`config.mk`:
```
export PLATFORM = sky130hd
export DESIGN_NAME = uart_rx_fifo_param
export DESIGN_NICKNAME = d
export VERILOG_FILES = /design/src/rtl/uart_rx_fifo_param.sv
export SDC_FILE = /design/constraint.sdc
export NUM_CORES = 1
export LEC_CHECK = 0
export ABC_CLOCK_PERIOD_IN_PS = 4600
export BUFFER_PORTS_ARGS = -buffer_cell sky130_fd_sc_hd__buf_4
export CORE_UTILIZATION = 64
export DETAILED_ROUTE_END_ITERATION = 10
export PLACE_DENSITY = 0.84
export SLEW_MARGIN = 20
export SYNTH_ARGS = -nofsm -noshare
export SYNTH_HDL_FRONTEND = slang
export SYNTH_SLANG_ARGS = --single-unit
export TNS_END_PERCENT = 5
```
`constraint.sdc`:
```
create_clock -name Clk -period 4.6 [get_ports Clk]
set_input_delay 0.69 -clock Clk [delete_from_list [all_inputs] [get_ports Clk]]
set_output_delay 0.69 -clock Clk [all_outputs]
set_load 0.02 [all_outputs]
```
`src/rtl/uart_rx_fifo_param.sv`:
```
`timescale 1ns/1ps
// uart_rx_fifo_param: 16x oversampled UART receiver with majority-vote sampling,
// configurable frame format, per-word parity/framing flags and an output FIFO
// with valid/ready handshake and one-cycle overrun pulse.
module uart_rx_fifo_param #(
    parameter int CLK_FREQ   = 50_000_000,
    parameter int BAUD       = 115200,
    parameter int DATA_BITS  = 8,
    parameter int PARITY     = 0,
    parameter int STOP_BITS  = 1,
    parameter int FIFO_DEPTH = 4
) (
    input  logic                 Clk,
    input  logic                 Rst,
    input  logic                 i_Rx,
    output logic [DATA_BITS-1:0] o_Data,
    output logic                 o_ParityErr,
    output logic                 o_FrameErr,
    output logic                 o_Valid,
    input  logic                 i_Ready,
    output logic                 o_Overrun,
    output logic                 o_Busy
);
    localparam int DIV    = (CLK_FREQ + 8 * BAUD) / (16 * BAUD);
    localparam int DIV_W  = $clog2(DIV + 1);
    localparam int AW     = $clog2(FIFO_DEPTH);
    localparam int WORD_W = DATA_BITS + 2;

    typedef enum logic [2:0] {S_IDLE, S_START, S_DATA, S_PARITY, S_STOP, S_BREAK} state_t;

    function automatic logic maj3(input logic a, input logic b, input logic c);
        return (a & b) | (a & c) | (b & c);
    endfunction

    logic                 rx_meta_q, rx_sync_q, rx_prev_q;
    logic [1:0]           maj_q;
    logic [DIV_W-1:0]     div_cnt_q;
    logic [3:0]           tick_cnt_q, tick_num;
    logic                 tick_en, samp_en, sample;
    state_t               state_q, state_d;
    logic [3:0]           bit_cnt_q, bit_cnt_d;
    logic                 stop_cnt_q, stop_cnt_d;
    logic [DATA_BITS-1:0] shift_q, shift_d;
    logic                 perr_q, perr_d, ferr_q, ferr_d;
    logic                 push;
    logic [WORD_W-1:0]    mem_q [FIFO_DEPTH];
    logic [AW:0]          wr_ptr_q, rd_ptr_q;
    logic                 full, empty, pop, wr_en;
    logic                 overrun_q;
    logic [WORD_W-1:0]    head;

    // Two-flop synchroniser plus previous value for falling-edge detection
    always_ff @(posedge Clk or negedge Rst) begin
        if (!Rst) begin
            rx_meta_q <= 1'b1;
            rx_sync_q <= 1'b1;
            rx_prev_q <= 1'b1;
        end else begin
            rx_meta_q <= i_Rx;
            rx_sync_q <= rx_meta_q;
            rx_prev_q <= rx_sync_q;
        end
    end

    // Tick index counts 16ths of a bit since the bit began; tick 8 is mid-bit
    assign tick_en  = (state_q != S_IDLE) && (state_q != S_BREAK) &&
                      (div_cnt_q == DIV_W'(DIV - 1));
    assign tick_num = tick_cnt_q + 4'd1;
    assign samp_en  = tick_en && (tick_num == 4'd9);
    assign sample   = maj3(maj_q[1], maj_q[0], rx_sync_q);

    // Baud tick divider, held at zero while idle so it restarts on each start edge
    always_ff @(posedge Clk or negedge Rst) begin
        if (!Rst) begin
            div_cnt_q  <= '0;
            tick_cnt_q <= '0;
        end else if (state_q == S_IDLE || state_q == S_BREAK) begin
            div_cnt_q  <= '0;
            tick_cnt_q <= '0;
        end else if (tick_en) begin
            div_cnt_q  <= '0;
            tick_cnt_q <= tick_num;
        end else begin
            div_cnt_q  <= div_cnt_q + DIV_W'(1);
        end
    end

    // Capture the line at ticks 7 and 8; tick 9 is combined live in the vote
    always_ff @(posedge Clk or negedge Rst) begin
        if (!Rst) begin
            maj_q <= 2'b11;
        end else if (tick_en && (tick_num == 4'd7 || tick_num == 4'd8)) begin
            maj_q <= {maj_q[0], rx_sync_q};
        end
    end

    // Receiver state and frame assembly registers
    always_ff @(posedge Clk or negedge Rst) begin
        if (!Rst) begin
            state_q    <= S_IDLE;
            bit_cnt_q  <= '0;
            stop_cnt_q <= 1'b0;
            shift_q    <= '0;
            perr_q     <= 1'b0;
            ferr_q     <= 1'b0;
        end else begin
            state_q    <= state_d;
            bit_cnt_q  <= bit_cnt_d;
            stop_cnt_q <= stop_cnt_d;
            shift_q    <= shift_d;
            perr_q     <= perr_d;
            ferr_q     <= ferr_d;
        end
    end

    // Next-state logic: every decision is taken on the tick-9 majority sample
    always_comb begin
        state_d    = state_q;
        bit_cnt_d  = bit_cnt_q;
        stop_cnt_d = stop_cnt_q;
        shift_d    = shift_q;
        perr_d     = perr_q;
        ferr_d     = ferr_q;
        push       = 1'b0;
        case (state_q)
            S_IDLE: begin
                if (rx_prev_q && !rx_sync_q) begin
                    state_d    = S_START;
                    bit_cnt_d  = '0;
                    stop_cnt_d = 1'b0;
                    perr_d     = 1'b0;
                    ferr_d     = 1'b0;
                end
            end
            S_START: begin
                if (samp_en) state_d = sample ? S_IDLE : S_DATA;
            end
            S_DATA: begin
                if (samp_en) begin
                    shift_d   = {sample, shift_q[DATA_BITS-1:1]};
                    bit_cnt_d = bit_cnt_q + 4'd1;
                    if (bit_cnt_q == 4'(DATA_BITS - 1))
                        state_d = (PARITY != 0) ? S_PARITY : S_STOP;
                end
            end
            S_PARITY: begin
                if (samp_en) begin
                    // Odd mode expects an odd total of ones, even mode an even total
                    perr_d  = (^shift_q) ^ sample ^ (PARITY == 1);
                    state_d = S_STOP;
                end
            end
            S_STOP: begin
                if (samp_en) begin
                    ferr_d = ferr_q | ~sample;
                    if (stop_cnt_q == 1'(STOP_BITS - 1)) begin
                        push    = 1'b1;
                        state_d = (ferr_d && shift_q == '0) ? S_BREAK : S_IDLE;
                    end else begin
                        stop_cnt_d = 1'b1;
                    end
                end
            end
            S_BREAK: begin
                if (rx_sync_q) state_d = S_IDLE;
            end
            default: state_d = S_IDLE;
        endcase
    end

    assign full  = (wr_ptr_q[AW] != rd_ptr_q[AW]) && (wr_ptr_q[AW-1:0] == rd_ptr_q[AW-1:0]);
    assign empty = (wr_ptr_q == rd_ptr_q);
    assign pop   = !empty && i_Ready;
    assign wr_en = push && (!full || pop);

    // FIFO storage; cleared on reset so the head never shows X
    always_ff @(posedge Clk or negedge Rst) begin
        if (!Rst) begin
            for (int i = 0; i < FIFO_DEPTH; i++) mem_q[i] <= '0;
        end else if (wr_en) begin
            mem_q[wr_ptr_q[AW-1:0]] <= {perr_d, ferr_d, shift_q};
        end
    end

    // FIFO pointers and overrun pulse
    always_ff @(posedge Clk or negedge Rst) begin
        if (!Rst) begin
            wr_ptr_q  <= '0;
            rd_ptr_q  <= '0;
            overrun_q <= 1'b0;
        end else begin
            if (wr_en) wr_ptr_q <= wr_ptr_q + 1'b1;
            if (pop)   rd_ptr_q <= rd_ptr_q + 1'b1;
            overrun_q <= push && full && !pop;
        end
    end

    assign head        = mem_q[rd_ptr_q[AW-1:0]];
    assign o_Data      = head[DATA_BITS-1:0];
    assign o_FrameErr  = head[DATA_BITS];
    assign o_ParityErr = head[DATA_BITS+1];
    assign o_Valid     = !empty;
    assign o_Overrun   = overrun_q;
    assign o_Busy      = (state_q != S_IDLE);

endmodule

```
==> flow_summary.json, run 1 <==
{
  "synthFlopType": "dfrtp_1",
  "finalMaxSlewViolations": 0,
  "initial_antenna_violation_count": 0,
  "post-synth-top-count-cell": "dfrtp_1",
  "final_layout_size_suffix_gt1_share_pct": 30.2,
  "timing.max_cap.violations": 0,
  "grt.overflow.total": 0,
  "report.final.hold_viol_count": 0,
  "clock_skew_ns": 0.00882,
  "drc": 0,
  "antenna_cells": 0,
  "worst-slew-pin-transition_ns": 0.948,
  "ys_seq_area_share_pct": 50.6,
  "worst_r2r_setup_slack_ns": 1.96,
  "slew_headroom_pct": 36.8,
  "drtPass1Iterations": 5,
  "vdd.ir_drop.worst_uv": 259,
  "critical-path-max-stage-delay_ns": 0.84,
  "placement.cell_area_um2": 4040,
  "finalNetCount": 356,
  "critical_path_peak_fanout": 13,
  "ys.warnings.count": 0,
  "layout.cell_area.non_filler_um2": 4260,
  "hold_path_end": "rx_sync_q$_DFF_PN1_",
  "fp.dieH_um": 79.8,
  "stdcell_count": 413,
  "clk_root_buffer_cell": "clkbuf_8",
  "worst_path_max_delay_cell": "dfrtp_1",
  "final-seq-area_um2": 1960,
  "postRouteAntennaNets": 0,
  "mappedNetlistArea_um2": 3870,
  "clock_path_buffers": 2,
  "boundaryPins": 17,
  "via_count": 2530,
  "path_depth_of_the_worst_reg2reg_path": 5,
  "cp.required_ns": 3.91,
  "outcome": "complete, no violations",
  "min_path_type": "reg -> reg",
  "finalSetupViolCount": 0,
  "reg2reg_start": "rd_ptr_q[0]$_DFFE_PN0P_",
  "post_cts_hold_buffer_count": 0,
  "synth.largest_area_cell": "dfrtp_1",
  "crit_path_cell_trace": "mux4_2 > buf_4",
  "grt_max_degree": 79,
  "gp_congestion": 0.817,
  "power.leakage_nw": 2.02,
  "place.detailed.instances": 397,
  "worst_hold_path.num_cells": 0,
  "criticalPathCategory": "reg -> out",
  "post_synth.cell_area_avg_um2": 12.2,
  "count_of_fill_cells_added_during_filler_insertion": 374,
  "synth_edf_count": 0,
  "syn2layout_area_growth_pct": 10.0,
  "io_buffers": 16,
  "yosys_register_bits": 78,
  "startpoint_type": "register",
  "detail_route.wl_per_cell_um": 18.0,
  "drt_wl_total_um": 7450,
  "coreArea_um2": 5680,
  "commonest_cells_post_synth": "dfrtp_1, mux2_2, nand2_1",
  "timing.rr.end": "mem_q[26]$_DFFE_PN0P_",
  "clk_pin_slew_ns": 0.08,
  "cp_data_arrival_time_ns": 2.00,
  "post-synth-top-area-fraction_pct": 47.2,
  "cts_inserted_buffers": 9,
  "die_x_um": 79.8,
  "rsz_0062_raised_after_global_routing": "no",
  "gr-usage-all-layers_pct": 27.8,
  "min_period_over_period_pct": 58.4,
  "fin_crit_ns": 2.69,
  "vias_per_cell": 6.13,
  "post-dp-hpwl_um": 4990,
  "cts_tree": "done",
  "cts_setup_buffers": 0,
  "min_from": "rx_meta_q$_DFF_PN1_",
  "grt_pass1_vias": 2498,
  "cellPowerDensity_nw_per_um2": 328,
  "cts_resized": 0,
  "timing.fmax_mhz": 372,
  "die_area_um2": 6370,
  "dr.first_iter.drc_count": 125,
  "endpoint_kind": "output port",
  "grt_first_pass_wirelength_um": 12800,
  "start_util_pct": 68.2,
  "synth_fp_nets": 337,
  "place_worst_setup_slack_ns": 1.93,
  "post_synth_main_area_contributors": "dfrtp_1, mux2_2, mux4_2",
  "final.setup.worst_slack_ns": 1.91,
  "syn-instance-count": 317,
  "total_power_w": 0.00140,
  "clk_latency_ns": 0.36,
  "clock_sinks": 78,
  "yosys.cell_types.count": 50,
  "setup_tns_ns": 0,
  "fp-row-count": 27,
  "clock_tree.htree_level_count": 3,
  "multiInputGateArea_um2": 1800,
  "synth-async-reset-ratio_pct": 100
}
## cell type report
cell class	count	area share, %
Sequential cell	78	45.9
Timing Repair Buffer	16	2.82
Tap cell	72	2.11
Inverter	19	1.67
Clock buffer	11	3.32
Clock inverter	5	1.91
Multi-Input combinational cell	212	42.2
## cells in the final DEF, fill, tap and decap left out, drive strengths merged, types with 10 or more instances in the layout
cell type	netlist	final
buf	2	16
clkbuf	6	11
dfrtp	73	73
ha	16	16
inv	19	20
mux2	43	43
mux4	10	10
nand2	24	24
nor2	16	16
o21ai	18	18
xnor2	13	13
## through the flow
stage / util (%) / hold WS (ns)
2_1_floorplan: - / 0.345
3_3_place_gp: 71.2 / 0.346
3_5_place_dp: 71.2 / 0.347
4_1_cts: 75.1 / 0.359
5_1_grt: 75.1 / 0.366
6_report: 75.1 / 0.357
## kinds of logic (layout without fill, tap and decap cells)
logic type / Yosys count / count (layout) / share of synthesized area, %
AO/OA/AOI/OAI: 45 / 45 / 7.88
XOR/XNOR: 17 / 17 / 3.84
adder cells (fa/ha/maj): 17 / 17 / 5.43
buffers and inverters: 27 / 51 / 2.97
flip-flops: 78 / 78 / 50.6
multiplexers: 53 / 53 / 18.3
AND/OR/NAND/NOR: 80 / 80 / 11.0
## per-layer routing
layer	wire [um]	vias up	track usage, %
met5	0	-	0
met4	76	0	7.50
met3	424	8	7.77
met2	3600	69	43.2
met1	3350	1288	38.8
li1	-	1165	-
## worst max-delay path by stage
stage	from	depth (start not counted)	slack, ns	endpoint
after floorplan	rd_ptr_q[0]$_DFFE_PN0P_	2	2.33	o_Data[0]
after global placement	rd_ptr_q[0]$_DFFE_PN0P_	5	2.00	mem_q[1]$_DFFE_PN0P_
after detailed placement	rd_ptr_q[0]$_DFFE_PN0P_	5	1.93	mem_q[8]$_DFFE_PN0P_
after CTS	rd_ptr_q[0]$_DFFE_PN0P_	2	1.87	o_Data[4]
after global routing	rd_ptr_q[0]$_DFFE_PN0P_	5	1.70	mem_q[8]$_DFFE_PN0P_
final	rd_ptr_q[0]$_DFFE_PN0P_	2	1.91	o_Data[4]
## power breakdown
part	internal, W	leakage [nW]	switching, W
Sequential	0.000710	1.06	0.0000252
Combinational	0.0000365	0.851	0.0000535
Clock	0.000322	0.110	0.000252
Total	0.00107	2.02	0.000331
## critical path: cells and delay by family (launching register included)
family                 cells  cell delay (ns)
muxes                      1             0.62
buffers and inverters      1             0.18
DFF                        1             0.84
## registers in the layout (all words and copies together), names as in the netlist
signal	flops
perr_q	1
div_cnt_q	5
o_Overrun	1
wr_ptr_q	3
mem_q	40
ferr_q	1
rd_ptr_q	3
tick_cnt_q	4
rx_sync_q	1
rx_prev_q	1
rx_meta_q	1
state_q	3
bit_cnt_q	4
maj_q	2
shift_q	8
Note: power is estimated with default switching activity, not from simulation.
==> run 2, diff against run 1 <==
ABC_CLOCK_PERIOD_IN_PS = 2670   (was 4600)
CORE_UTILIZATION = 61   (was 64)
PLACE_DENSITY = 0.81   (was 0.84)
clock period = 2.67 ns   (was 4.6 ns; I/O delays follow)
==> flow_summary.json, run 2 (same netlist as run 1, synthesis figures left out) <==
{
  "outcome": "complete, no violations",
  "boundaryPins": 17,
  "gr-usage-all-layers_pct": 24.7,
  "vdd.ir_drop.worst_uv": 340,
  "cts_setup_buffers": 0,
  "clock_sinks": 78,
  "worst_path_max_delay_cell": "dfrtp_1",
  "timing.fmax_mhz": 416,
  "min_path_type": "in -> reg",
  "finalMaxSlewViolations": 0,
  "clk_root_buffer_cell": "clkbuf_8",
  "fp.dieH_um": 81.7,
  "crit_family": "simple AND/OR/NAND/NOR gates",
  "post_cts_hold_buffer_count": 0,
  "grt_pass1_vias": 2479,
  "global_route_hottest_layer": "met2",
  "post-dp-hpwl_um": 4910,
  "globalRouteMet1Util_pct": 35.1,
  "coreArea_um2": 6030,
  "syn2layout_area_growth_pct": 10.6,
  "drtPass1Iterations": 4,
  "clock_skew_ns": 0.00990,
  "hold_path_end": "rx_meta_q$_DFF_PN1_",
  "crit_path_cell_trace": "ha_1 > nor2_1 > nand2_1 > a2111oi_4 > buf_4 > nand2_2 > mux2_2",
  "min_from": "i_Rx",
  "initial_antenna_violation_count": 0,
  "worst-slew-pin-transition_ns": 0.961,
  "grt_max_degree": 79,
  "clk_pin_slew_ns": 0.08,
  "power.leakage_nw": 2.04,
  "setup_tns_ns": 0,
  "placement.cell_area_um2": 4070,
  "drt_wl_total_um": 7190,
  "final_layout_size_suffix_gt1_share_pct": 31.2,
  "detail_route.wl_per_cell_um": 17.1,
  "rsz_0062_raised_after_global_routing": "no",
  "start_util_pct": 64.3,
  "cellPowerDensity_nw_per_um2": 537,
  "critical-path-max-stage-delay_ns": 0.46,
  "vias_per_cell": 5.97,
  "globalRouteMet3Util_pct": 5.33,
  "finalSetupViolCount": 0,
  "cts_tree": "done",
  "io_buffers": 16,
  "critical_path_peak_fanout": 9,
  "min_period_over_period_pct": 90.1,
  "biggestRegsByFlops": "mem_q: 40 flops, shift_q: 8 flops, div_cnt_q: 5 flops",
  "path_depth_of_the_worst_reg2reg_path": 7,
  "report.final.hold_viol_count": 0,
  "fin_crit_ns": 2.41,
  "die_x_um": 81.7,
  "mostFrequentLayoutCell": "dfrtp_1",
  "clock_tree.htree_level_count": 3,
  "antenna_cells": 0,
  "timing.max_cap.violations": 0,
  "startpoint_type": "register",
  "gr-usage-met2_pct": 38.2,
  "finalHoldWorstSlack_ns": 0.153,
  "worst_hold_path.num_cells": 1,
  "finalNetCount": 362,
  "grt.overflow.total": 0,
  "layout.cell_area.non_filler_um2": 4280,
  "register_bank_with_the_most_flops": "mem_q",
  "via_count": 2514,
  "cp.required_ns": 2.90,
  "largest_register_ff_count": 40,
  "postRouteAntennaNets": 0,
  "endpoint_kind": "register",
  "drc": 0,
  "cp_data_arrival_time_ns": 2.64,
  "top_library_cells_by_usage_in_the_layout_fill_and_taps_aside": "dfrtp_1, mux2_2, buf_4, nand2_1, inv_1",
  "timing.rr.end": "mem_q[26]$_DFFE_PN0P_",
  "dr.first_iter.drc_count": 117,
  "clock_path_buffers": 2,
  "cts_inserted_buffers": 9,
  "fp-row-count": 28,
  "criticalPathCategory": "reg -> reg",
  "cts_resized": 0,
  "clk_latency_ns": 0.35,
  "place_worst_setup_slack_ns": 0.106,
  "reg2reg_start": "tick_cnt_q[0]$_DFFE_PN0P_",
  "worst_r2r_setup_slack_ns": 0.26,
  "final.setup.worst_slack_ns": 0.263,
  "grt_first_pass_wirelength_um": 11900,
  "critical_path.n_buffers_inverters": 1,
  "die_area_um2": 6670,
  "slew_headroom_pct": 35.9,
  "gp_congestion": 0.842
}
run 2: cell count changes in the layout (fill, tap and decap cells not counted):
cell,change
bufinv_16,-1
clkinv_4,+1
buf_4,+6
clkinv_2,-1
run 2: layout make-up:
cell class	count	area [um^2]
clock inverter	4	55.1
multi-input combinational	212	1800
clock buffer	11	141
sequential	78	1960
tap	75	93.8
timing repair buffer	22	165
inverter	19	71.3
fill	411	1740
run 2: how the worst max path moves through the flow:
stage / slack (ns) / depth (start not counted) / to / start
floorplan: 0.48 / 8 / mem_q[0]$_DFFE_PN0P_ / div_cnt_q[0]$_DFF_PN0_
global placement: 0.22 / 7 / mem_q[26]$_DFFE_PN0P_ / div_cnt_q[0]$_DFF_PN0_
detailed placement: 0.11 / 7 / mem_q[3]$_DFFE_PN0P_ / div_cnt_q[0]$_DFF_PN0_
CTS: 0.09 / 7 / mem_q[3]$_DFFE_PN0P_ / div_cnt_q[0]$_DFF_PN0_
global route: 0.15 / 7 / mem_q[36]$_DFFE_PN0P_ / tick_cnt_q[0]$_DFFE_PN0P_
finish: 0.26 / 7 / mem_q[26]$_DFFE_PN0P_ / tick_cnt_q[0]$_DFFE_PN0P_
run 2: power by group:
part           leakage, nW  switching (W)  internal [W]
clock network       0.0960       0.000423      0.000458
registers             1.06      0.0000421       0.00122
logic                0.884      0.0000919     0.0000624
run 2: routing by layer:
metal  vias up  wire (um)  part of all wire (%)
met3        13        288                   4.0
met1      1275       3310                    46
met2        55       3480                    48
met4         0        109                   1.5
li1       1171          -                     -
met5         -          0                     0
run 2: metrics by stage:
stage	total power [W]	instances	util (%)
6_report	0.00230	421	71.1
5_1_grt	0.00239	421	71.1
4_1_cts	0.00232	419	70.8
3_5_place_dp	0.00144	404	67.6
3_3_place_gp	0.00144	404	67.6
2_1_floorplan	0.00138	317	-
==> run 3, diff against run 2 <==
==> constraint.sdc (replaced) <==
create_clock -name Clk -period 2.67 [get_ports Clk]
set_input_delay 0.534 -clock Clk [delete_from_list [all_inputs] [get_ports Clk]]
set_output_delay 0.534 -clock Clk [all_outputs]
set_load 0.02 [all_outputs]
==> flow_summary.json, run 3 (same netlist as run 1, synthesis figures left out) <==
{
  "grt_first_pass_wirelength_um": 11500,
  "worst-slew-pin-transition_ns": 0.622,
  "vias_per_cell": 5.92,
  "gp_congestion": 0.831,
  "crit_family": "simple AND/OR/NAND/NOR gates",
  "grt.overflow.total": 0,
  "clk_latency_ns": 0.34,
  "clock_skew_ns": 0.00908,
  "cts_inserted_buffers": 9,
  "path_depth_of_the_worst_reg2reg_path": 7,
  "io_buffers": 16,
  "fin_crit_ns": 2.32,
  "clock_path_buffers": 2,
  "die_x_um": 81.7,
  "path_depth": 7,
  "grt_pass1_vias": 2424,
  "top_library_cells_by_usage_in_the_layout_fill_and_taps_aside": "dfrtp_1, mux2_2, buf_4, nand2_1, inv_1",
  "postRouteAntennaNets": 0,
  "drtPass1Iterations": 4,
  "via_count": 2497,
  "timing.max_cap.violations": 0,
  "clk_pin_slew_ns": 0.08,
  "worst_path_max_delay_cell": "or4b_2",
  "finalNetCount": 363,
  "crit_path_cell_trace": "inv_1 > ha_1 > and4b_1 > and2_1 > o21ai_0 > or4b_2 > a21oi_1",
  "cts_tree": "done",
  "largest_register_ff_count": 40,
  "stdcell_count": 422,
  "coreArea_um2": 6030,
  "register_bank_with_the_most_flops": "mem_q",
  "dr.first_iter.drc_count": 127,
  "syn2layout_area_growth_pct": 10.3,
  "start_util_pct": 64.3,
  "report.final.hold_viol_count": 0,
  "total_power_w": 0.00217,
  "antenna_cells": 0,
  "boundaryPins": 17,
  "cellPowerDensity_nw_per_um2": 508,
  "outcome": "complete, no violations",
  "critical_path_peak_fanout": 9,
  "biggestRegsByFlops": "mem_q: 40 flops, shift_q: 8 flops, div_cnt_q: 5 flops",
  "clock_tree.htree_level_count": 3,
  "rsz_0062_raised_after_global_routing": "no",
  "drc": 0,
  "vdd.ir_drop.worst_uv": 339,
  "clk_root_buffer_cell": "clkbuf_8",
  "final_layout_size_suffix_gt1_share_pct": 31.4,
  "post-dp-hpwl_um": 4800,
  "power.leakage_nw": 2.04,
  "detail_route.wl_per_cell_um": 16.3,
  "fp-row-count": 28,
  "critical_path.n_buffers_inverters": 1,
  "cp.required_ns": 2.94,
  "critical-path-max-stage-delay_ns": 0.68,
  "timing.fmax_mhz": 431,
  "cts_resized": 0,
  "slew_headroom_pct": 58.5,
  "setup_tns_ns": 0,
  "endpoint_kind": "register",
  "clock_sinks": 78,
  "finalHoldWorstSlack_ns": 0.215,
  "grt_max_degree": 52,
  "cts_setup_buffers": 0,
  "startpoint_type": "register",
  "gr-usage-all-layers_pct": 23.6,
  "fp.dieH_um": 81.7,
  "criticalPathCategory": "reg -> reg",
  "initial_antenna_violation_count": 0,
  "drt_wl_total_um": 6880,
  "finalSetupViolCount": 0,
  "finalMaxSlewViolations": 0,
  "mostFrequentLayoutCell": "dfrtp_1",
  "place.detailed.instances": 405,
  "min_period_over_period_pct": 86.8,
  "die_area_um2": 6670,
  "cp_data_arrival_time_ns": 2.59,
  "min_path_type": "in -> async",
  "post_cts_hold_buffer_count": 0
}
[run 3: changes by cell type in the layout (fill, tap and decap cells not counted), sizes merged]
| cell | before | now |
|---|---|---|
| clkinv | 1 | 3 |
| clkbuf | 11 | 10 |
| bufinv | 1 | 0 |
| buf | 22 | 23 |
[run 3: cell type report]
type                            instances  area [um^2]
Timing Repair Buffer                   23          185
Multi-Input combinational cell        212         1800
Tap cell                               75         93.8
Inverter                               19         71.3
Sequential cell                        78         1960
Fill cell                             414         1760
Clock inverter                          5         35.0
Clock buffer                           10          128
[run 3: worst paths after layout]
check,startpoint,end,slack [ns]
worst max register to register,div_cnt_q[0]$_DFF_PN0_,state_q[1]$_DFFE_PN0P_,0.35
worst min-delay path,Rst,bit_cnt_q[2]$_DFFE_PN0P_,0.21
worst min register to register,rx_meta_q$_DFF_PN1_,rx_sync_q$_DFF_PN1_,0.36
worst max-delay path,div_cnt_q[0]$_DFF_PN0_,state_q[1]$_DFFE_PN0P_,0.35
min in group Clk,i_Rx,rx_meta_q$_DFF_PN1_,0.30
max in group asynchronous,Rst,shift_q[6]$_DFFE_PN0P_,1.90
[run 3: worst reg2reg max path, cell delays in order, from the launching register on]
cell and delay [ns]:
dfrtp_1 0.41, inv_1 0.07, ha_1 0.13, and4b_1 0.36, and2_1 0.23, o21ai_0 0.21, or4b_2 0.68, a21oi_1 0.16
[run 3: report_power, final]
group	internal [W]	leakage (nW)	switching, W
clock network	0.000334	0.0825	0.000416
registers	0.00122	1.06	0.0000417
logic	0.0000649	0.893	0.0000896
total	0.00162	2.04	0.000548
[run 3: layer usage]
| metal | wire length [um] | global-route usage, % | vias to the layer above |
|---|---|---|---|
| met2 | 3230 | 36.0 | 55 |
| li1 | - | - | 1180 |
| met5 | 0 | 0 | - |
| met3 | 282 | 5.33 | 9 |
| met1 | 3270 | 33.7 | 1253 |
| met4 | 97 | 7.89 | 0 |
[run 3: stage by stage]
step	util [%]	setup slack, ns	area (um^2)
floorplan	-	0.475	3870
global placement	67.9	0.223	4090
detailed placement	67.9	0.115	4090
CTS	70.6	0.113	4260
global route	70.9	0.220	4270
finish	70.9	0.351	4270
